[src/rtl/u110_ata_pkg.sv]
// Shared types, timing table and helpers for the U110 ATA PIO scheduler.
package u110_ata_pkg;

    // Width of each cumulative timing field sent to the engine.
    localparam int unsigned TW = 8;

    typedef enum logic [1:0] {
        StIdle,
        StRun,
        StGap
    } state_e;

    typedef struct packed {
        logic [TW-1:0] t1;
        logic [TW-1:0] t2;
        logic [TW-1:0] t0;
    } timing_t;

    // Cumulative T1/T2/T0 clock counts, indexed by PIO mode 0..4.
    localparam timing_t MODE_TBL [5] = '{
        '{8'd2, 8'd9, 8'd24},
        '{8'd2, 8'd7, 8'd15},
        '{8'd1, 8'd5, 8'd9},
        '{8'd1, 8'd4, 8'd7},
        '{8'd1, 8'd4, 8'd5}
    };

    // Unsupported modes fall back to the slowest, always-safe mode.
    function automatic logic [2:0] mode_clamp(input logic [2:0] mode);
        return (mode > 3'd4) ? 3'd0 : mode;
    endfunction

endpackage

[src/rtl/u110_ata_wdog.sv]
// Loadable saturating 8-bit counter with clear/enable and a terminal flag.
module u110_ata_wdog
    import u110_ata_pkg::*;
(
    input  logic          clk_i,
    input  logic          rst_ni,
    input  logic          clr_i,
    input  logic          load_i,
    input  logic [TW-1:0] load_val_i,
    input  logic          en_i,
    input  logic [TW-1:0] max_i,
    output logic          term_o
);

    logic [TW-1:0] cnt_q, cnt_d;

    // Next count: load beats clear beats increment; holds at all-ones.
    always_comb begin
        cnt_d = cnt_q;
        if (load_i) begin
            cnt_d = load_val_i;
        end else if (clr_i) begin
            cnt_d = '0;
        end else if (en_i && (cnt_q != '1)) begin
            cnt_d = cnt_q + 1'b1;
        end
    end

    // Counter register.
    always_ff @(posedge clk_i or negedge rst_ni) begin
        if (!rst_ni) begin
            cnt_q <= '0;
        end else begin
            cnt_q <= cnt_d;
        end
    end

    assign term_o = (cnt_q == max_i);

endmodule

[src/rtl/u110_ata_sched.sv]
// Round-robin arbiter sharing one PIO timing engine between two ATA channels.
module u110_ata_sched
    import u110_ata_pkg::*;
#(
    parameter logic [7:0] WDOG_MAX = 8'd255,
    parameter logic [1:0] GAP_CLKS = 2'd1
) (
    input  logic          CLK40,
    input  logic          RESETn,
    input  logic          REQ_PRI,
    input  logic          REQ_SEC,
    input  logic          CFG_WE,
    input  logic          CFG_SEL,
    input  logic [2:0]    CFG_MODE,
    input  logic          ENG_DONE,
    output logic          GNT_PRI,
    output logic          GNT_SEC,
    output logic          ENG_START,
    output logic [TW-1:0] ENG_T1,
    output logic [TW-1:0] ENG_T2,
    output logic [TW-1:0] ENG_T0,
    output logic          WDOG_ERR,
    output logic [2:0]    MODE_PRI,
    output logic [2:0]    MODE_SEC
);

    state_e     state_q, state_d;
    logic       last_q, last_d;    // 1 = secondary was granted last / owns the engine in RUN
    logic       start_q, start_d;
    logic       err_q, err_d;
    timing_t    tim_q, tim_d;
    logic [1:0] gap_q, gap_d;
    logic [2:0] mode_pri_q, mode_sec_q;
    logic       win_sec;
    logic       wd_load, wd_en, wd_term;

    // Secondary wins if it is the only requester, or on a tie when primary went last.
    assign win_sec = REQ_SEC && (!REQ_PRI || !last_q);

    // Next-state, grant bookkeeping and timing load.
    always_comb begin
        state_d = state_q;
        last_d  = last_q;
        start_d = 1'b0;
        err_d   = 1'b0;
        tim_d   = tim_q;
        gap_d   = gap_q;
        wd_load = 1'b0;
        wd_en   = 1'b0;
        unique case (state_q)
            StIdle: begin
                if (REQ_PRI || REQ_SEC) begin
                    state_d = StRun;
                    last_d  = win_sec;
                    start_d = 1'b1;
                    tim_d   = MODE_TBL[win_sec ? mode_sec_q : mode_pri_q];
                    wd_load = 1'b1;
                end
            end
            StRun: begin
                wd_en = 1'b1;
                if (ENG_DONE) begin
                    state_d = StGap;
                    gap_d   = 2'd0;
                end else if (wd_term) begin
                    state_d = StGap;
                    gap_d   = 2'd0;
                    err_d   = 1'b1;
                end
            end
            StGap: begin
                if (gap_q >= GAP_CLKS - 2'd1) begin
                    state_d = StIdle;
                end else begin
                    gap_d = gap_q + 2'd1;
                end
            end
            default: state_d = StIdle;
        endcase
    end

    // State and output registers.
    always_ff @(posedge CLK40 or negedge RESETn) begin
        if (!RESETn) begin
            state_q <= StIdle;
            last_q  <= 1'b1;
            start_q <= 1'b0;
            err_q   <= 1'b0;
            tim_q   <= '0;
            gap_q   <= 2'd0;
        end else begin
            state_q <= state_d;
            last_q  <= last_d;
            start_q <= start_d;
            err_q   <= err_d;
            tim_q   <= tim_d;
            gap_q   <= gap_d;
        end
    end

    // Per-channel PIO mode registers; out-of-range writes become mode 0.
    always_ff @(posedge CLK40 or negedge RESETn) begin
        if (!RESETn) begin
            mode_pri_q <= 3'd0;
            mode_sec_q <= 3'd0;
        end else if (CFG_WE) begin
            if (CFG_SEL) begin
                mode_sec_q <= mode_clamp(CFG_MODE);
            end else begin
                mode_pri_q <= mode_clamp(CFG_MODE);
            end
        end
    end

    // Loaded with 1 at grant: the grant clock is already the first RUN clock.
    u110_ata_wdog u_wdog (
        .clk_i      (CLK40),
        .rst_ni     (RESETn),
        .clr_i      (state_q == StGap),
        .load_i     (wd_load),
        .load_val_i (8'd1),
        .en_i       (wd_en),
        .max_i      (WDOG_MAX),
        .term_o     (wd_term)
    );

    // Grants decode from state and owner, so they can never overlap.
    assign GNT_PRI   = (state_q == StRun) && !last_q;
    assign GNT_SEC   = (state_q == StRun) && last_q;
    assign ENG_START = start_q;
    assign ENG_T1    = tim_q.t1;
    assign ENG_T2    = tim_q.t2;
    assign ENG_T0    = tim_q.t0;
    assign WDOG_ERR  = err_q;
    assign MODE_PRI  = mode_pri_q;
    assign MODE_SEC  = mode_sec_q;

endmodule
[config.mk]
export PLATFORM = sky130hd
export DESIGN_NAME = u110_ata_sched
export DESIGN_NICKNAME = d
export VERILOG_FILES = /design/src/rtl/u110_ata_pkg.sv /design/src/rtl/u110_ata_wdog.sv /design/src/rtl/u110_ata_sched.sv
export SDC_FILE = /design/constraint.sdc
export NUM_CORES = 1
export LEC_CHECK = 0
export CORE_MARGIN = 10
export CORE_UTILIZATION = 40
export DETAILED_ROUTE_END_ITERATION = 10
export PLACE_DENSITY = 0.68
export SLEW_MARGIN = 15
export SYNTH_ARGS = -nofsm -noshare
export SYNTH_HDL_FRONTEND = slang
export SYNTH_HIERARCHICAL = 1
export SYNTH_SLANG_ARGS = --single-unit
[constraint.sdc]
create_clock -name CLK40 -period 1.32 [get_ports CLK40]
set_input_delay 0.132 -clock CLK40 [delete_from_list [all_inputs] [get_ports CLK40]]
set_output_delay 0.132 -clock CLK40 [all_outputs]
set_load 0.02 [all_outputs]
==> out/results.md, run 1 <==
| Group | Metric | Value |
| --- | --- | --- |
| sta | Tmin final | 1.48 ns |
| floorplanning | Die area | 7110 um2 |
| placement | Count of buffers from port buffering | 30 |
| layout | Fraction of final layout cells sized beyond drive strength 1 | 33.5% |
| layout | Area added between synthesis and finish | 47.6% |
| clock network | TritonCTS clock tree | built |
| detailed routing | Final routed wire length divided by cell count | 14.0 um |
| worst setup path | Startpoint type of the worst setup path | register |
| worst setup path | CP Data Required Time | 1.48 ns |
| synthesis | Fraction of synthesis flops using an asynchronous set or reset pin | 100% |
| clock network | CTS clk-pin slew, worst paths | 0.09 ns |
| worst setup path | Critical path type | reg2reg |
| grt | Wire length of the first global-routing pass | 6860 um |
| clock network | Htree depth | 1 |
| floorplanning | Num rows | 23 |
| placement | Worst slack, placed | -0.375 ns |
| synthesis | Library cell with the highest instance count after synthesis | sky130_fd_sc_hd__dfrtp_1 |
| clock network | Clock root buffer | sky130_fd_sc_hd__clkbuf_8 |
| pwr | Final Power | 5.10 mW |
| sta | Final hold vios | 0 |
| sta | Setup repair after global routing missed its margin | true |
| detailed routing | Total iterations of the first detailed-routing run | 4 |
| pwr | LEAKAGE | 1.15 nW |
| worst setup path | Slowest stage delay, CP | 0.42 ns |
| worst setup path | R2R Setup Slk | -0.16 ns |
| synthesis | Count of distinct cell types in the synthesized netlist | 45 |
| outcome | Violations in the final reports | setup timing |
| detailed routing | Detailed Route Iter0 Violations | 53 |
| outcome | Outcome | finished, violations left |
| layout | Fin nets | 263 |
| synthesis | Mapped Cells | 172 |
| detailed routing | ANT nets after route | 0 |
| detailed routing | Overall routed net length | 4230 um |
| floorplanning | Count of pins on the block boundary | 44 |
| worst setup path | Most repeated library cell on the critical path | sky130_fd_sc_hd__a21oi_2 |
| synthesis | Yosys warnings | 6 |
| worst setup path | Max Fanout on Critical Path | 6 |
| hold path | Type of the most critical hold path | in2async |
| worst setup path | Critical path capture point type | register |
| clock network | Quantity of hold-fixing buffers added after cts | 0 |
| sta | Worst hold slack across all endpoints | 0.208 ns |
| synthesis | Avg Inst Size Synth | 9.62 um2 |
| worst setup path | Arrival time at the worst endpoint | 1.64 ns |
| worst setup path | Worst r2r src | state_q[0] |
| pwr | Power density relative to cell area | 2090 nW/um2 |
| detailed routing | Routed vias/inst | 4.80 |
| floorplanning | Height of the chip | 84.3 um |
| sta | Number of slew-limit violations in the final report | 0 |
| grt | Vias in the first global route | 1522 |
| synthesis | Synth cell count leaders | 26 x sky130_fd_sc_hd__dfrtp_1, 19 x sky130_fd_sc_hd__buf_4, 18 x sky130_fd_sc_hd__nand2_1, 14 x sky130_fd_sc_hd__a21oi_1, 11 x sky130_fd_sc_hd__nor2_1 |
| synthesis | EDFF count, synth | 0 |
| sta | Fmax | 676 MHz |
| worst setup path | R2r endpoint | u_wdog/cnt_q[4] |
| clock network | Clock tree buffer depth | 2 |
| worst setup path | Cell breakdown of the critical path | buf_6 -> nor2_4 -> and2_4 -> or3_4 -> a21oi_2 -> a21oi_2 |
| placement | Cell area after placement | 2210 um2 |
| synthesis | Part of the Yosys area used for sequential elements | 40.9% |
| grt | Total global-route track usage | 11.3% |
| pwr | Worst vdd rail ir drop | 0.965 mV |
| synthesis | Largest area contributor in the synthesized netlist | sky130_fd_sc_hd__dfrtp_1 |
| synthesis | Post-synthesis sequential element count | 27 |
| placement | Final estimated routing congestion in global placement | 0.783 |
| floorplanning | Starting density of the core | 41.4% |
| detailed routing | # DRC | 0 |
| layout | N_diodes | 0 |
| sta | PnR worst setup slack | -0.158 ns |
| grt | Pin count of the biggest net entering global routing | 28 |
| placement | Post-placement cell count | 288 |
| synthesis | Leading post-synthesis cells by cell area | sky130_fd_sc_hd__dfrtp_1 39%, sky130_fd_sc_hd__buf_4 8.6%, sky130_fd_sc_hd__a21oi_1 4.2% |
| detailed routing | Overall via count from detail_route | 1444 |
| worst setup path | Number of cells on the worst reg-to-reg path | 6 |
| synthesis | Most used flip-flop cell after synthesis | sky130_fd_sc_hd__dfrtp_1 |
| layout | Final instance count without filler cells | 301 |
| floorplanning | Floorplan core area | 4000 um2 |
| sta | Final setup violation count | 11 |
| clock network | Number of buffers created by CTS | 3 |
| flow run | Count of maximum capacitance violations | 0 |
| clock network | # clock sinks | 27 |
| sta | Final worst-path cycle share | 112% |
| synthesis | Post-synth design cell area | 1650 um2 |
| grt | Total overflow reported by the global router | 0 |
| worst setup path | Cell type of the slowest stage on the worst timing path | sky130_fd_sc_hd__dfrtp_1 |
| placement | Final HPWL from detailed placement | 3030 um |
| floorplanning | Die width | 84.3 um |
| clock network | Clock latency on the worst-skew pair | 0.27 ns |
| synthesis | Share of Yosys cell area claimed by the top area cell type | 39.3% |
| grt | Number of antenna violations at the first check in global routing | 0 |
| layout | Final cell area excluding filler cells | 2440 um2 |
| sta | Maximum clock skew at final layout | 0.00363 ns |
-- per-stage QoR --
step	TNS [ns]	util, %
after detailed placement	-4.32	55.3
after CTS	-1.26	58.4
after global routing	-1.65	61.0
after floorplan	-0.349	-
after global placement	-4.04	55.3
final	-0.950	61.0
-- flip-flops by register name, indices dropped and copies added (netlist names) --
| signal | flops |
|---|---|
| ENG_START | 1 |
| ENG_T0 | 3 |
| ENG_T1 | 2 |
| ENG_T2 | 3 |
| MODE_PRI | 3 |
| MODE_SEC | 3 |
| WDOG_ERR | 1 |
| last_q | 1 |
| state_q | 2 |
| u_wdog/cnt_q | 8 |
-- worst max-delay path, delay by kind of cell, from the launching register on --
kind                   cells  cell delay [ns]
AOI/OAI and AO/OA          2             0.21
buffers and inverters      1             0.13
DFF                        1             0.42
and+or+nand+nor            3             0.60
-- placed cells by master (no fill, tap or decap), types with 3 or more instances in the layout --
master / count
sky130_fd_sc_hd__nand2_1: 18
sky130_fd_sc_hd__o21ai_0: 8
sky130_fd_sc_hd__a31oi_1: 3
sky130_fd_sc_hd__dlygate4sd2_1: 21
sky130_fd_sc_hd__mux2i_1: 5
sky130_fd_sc_hd__nor2_2: 3
sky130_fd_sc_hd__dfrtp_1: 20
sky130_fd_sc_hd__nor2_1: 8
sky130_fd_sc_hd__dfrtp_2: 6
sky130_fd_sc_hd__nand2b_1: 5
sky130_fd_sc_hd__xnor2_1: 6
sky130_fd_sc_hd__clkbuf_8: 3
sky130_fd_sc_hd__nand4_1: 4
sky130_fd_sc_hd__buf_6: 12
sky130_fd_sc_hd__a21oi_2: 5
sky130_fd_sc_hd__buf_4: 25
sky130_fd_sc_hd__clkdlybuf4s50_1: 7
sky130_fd_sc_hd__mux2_4: 4
sky130_fd_sc_hd__nor3_1: 4
sky130_fd_sc_hd__conb_1: 31
sky130_fd_sc_hd__a21oi_1: 9
-- where the power goes --
part | internal (mW) | total (mW) | switching (mW)
Clock | 0.216 | 0.468 | 0.252
Combinational | 1.65 | 3.13 | 1.48
Sequential | 1.15 | 1.50 | 0.346
-- timing repair --
| action | CTS | global route |
|---|---|---|
| gates resized for setup | 49 | 25 |
| pin swaps | 4 | 10 |
| buffers inserted | 6 | 5 |
| endpoints found under the hold margin | 0 | 0 |
| endpoints found under the setup margin | 32 | 20 |
-- cells by family (layout without fill, tap and decap cells) --
group                    after synthesis  count (layout)  share of synthesized area (%)
AO/OA/AOI/OAI                         42              42                           16.6
other                                  2              31                          0.454
multiplexers                          10              10                           7.34
buffers and inverters                 24              74                           10.7
flip-flops                            27              27                           40.9
adder cells (fa/ha/maj)                1               1                          0.756
AND/OR/NAND/NOR                       57              57                           18.5
XOR/XNOR                               9               9                           4.77
-- how the worst max path moves through the flow --
stage                     startpoint               to  slack [ns]  cells after the start
after floorplan           state_q[0]  u_wdog/cnt_q[3]       -0.06                      6
after global placement       REQ_SEC  u_wdog/cnt_q[7]       -0.35                      6
after detailed placement     REQ_SEC  u_wdog/cnt_q[3]       -0.37                      6
after CTS                 state_q[1]  u_wdog/cnt_q[7]       -0.15                      6
after global routing      state_q[0]  u_wdog/cnt_q[4]       -0.20                      6
final                     state_q[0]  u_wdog/cnt_q[4]       -0.16                      6
-- cell type report --
class | instances | area, um2
clock buffers | 4 | 45.0
fillers | 364 | 1560
flip-flops and latches | 27 | 684
repair buffers | 67 | 602
inverters | 3 | 11.3
well taps | 50 | 62.6
multi-input cells | 150 | 1040
-- layer usage --
layer | track usage (%) | part of all wire, % | up-vias | routed length (um)
li1 | - | - | 716 | -
met1 | 12.5 | 41 | 690 | 1750
met2 | 19.9 | 51 | 34 | 2160
met3 | 3.96 | 6.6 | 4 | 278
met4 | 3.35 | 0.88 | 0 | 37
met5 | 0 | 0 | - | 0
(Power assumes the default switching activity.)
==> inputs of run 2 (changes only) <==
Settings changed: CAP_MARGIN set to 20.
==> results of run 2 <==
Final layout, timing and power as in run 1 (identical DEF).
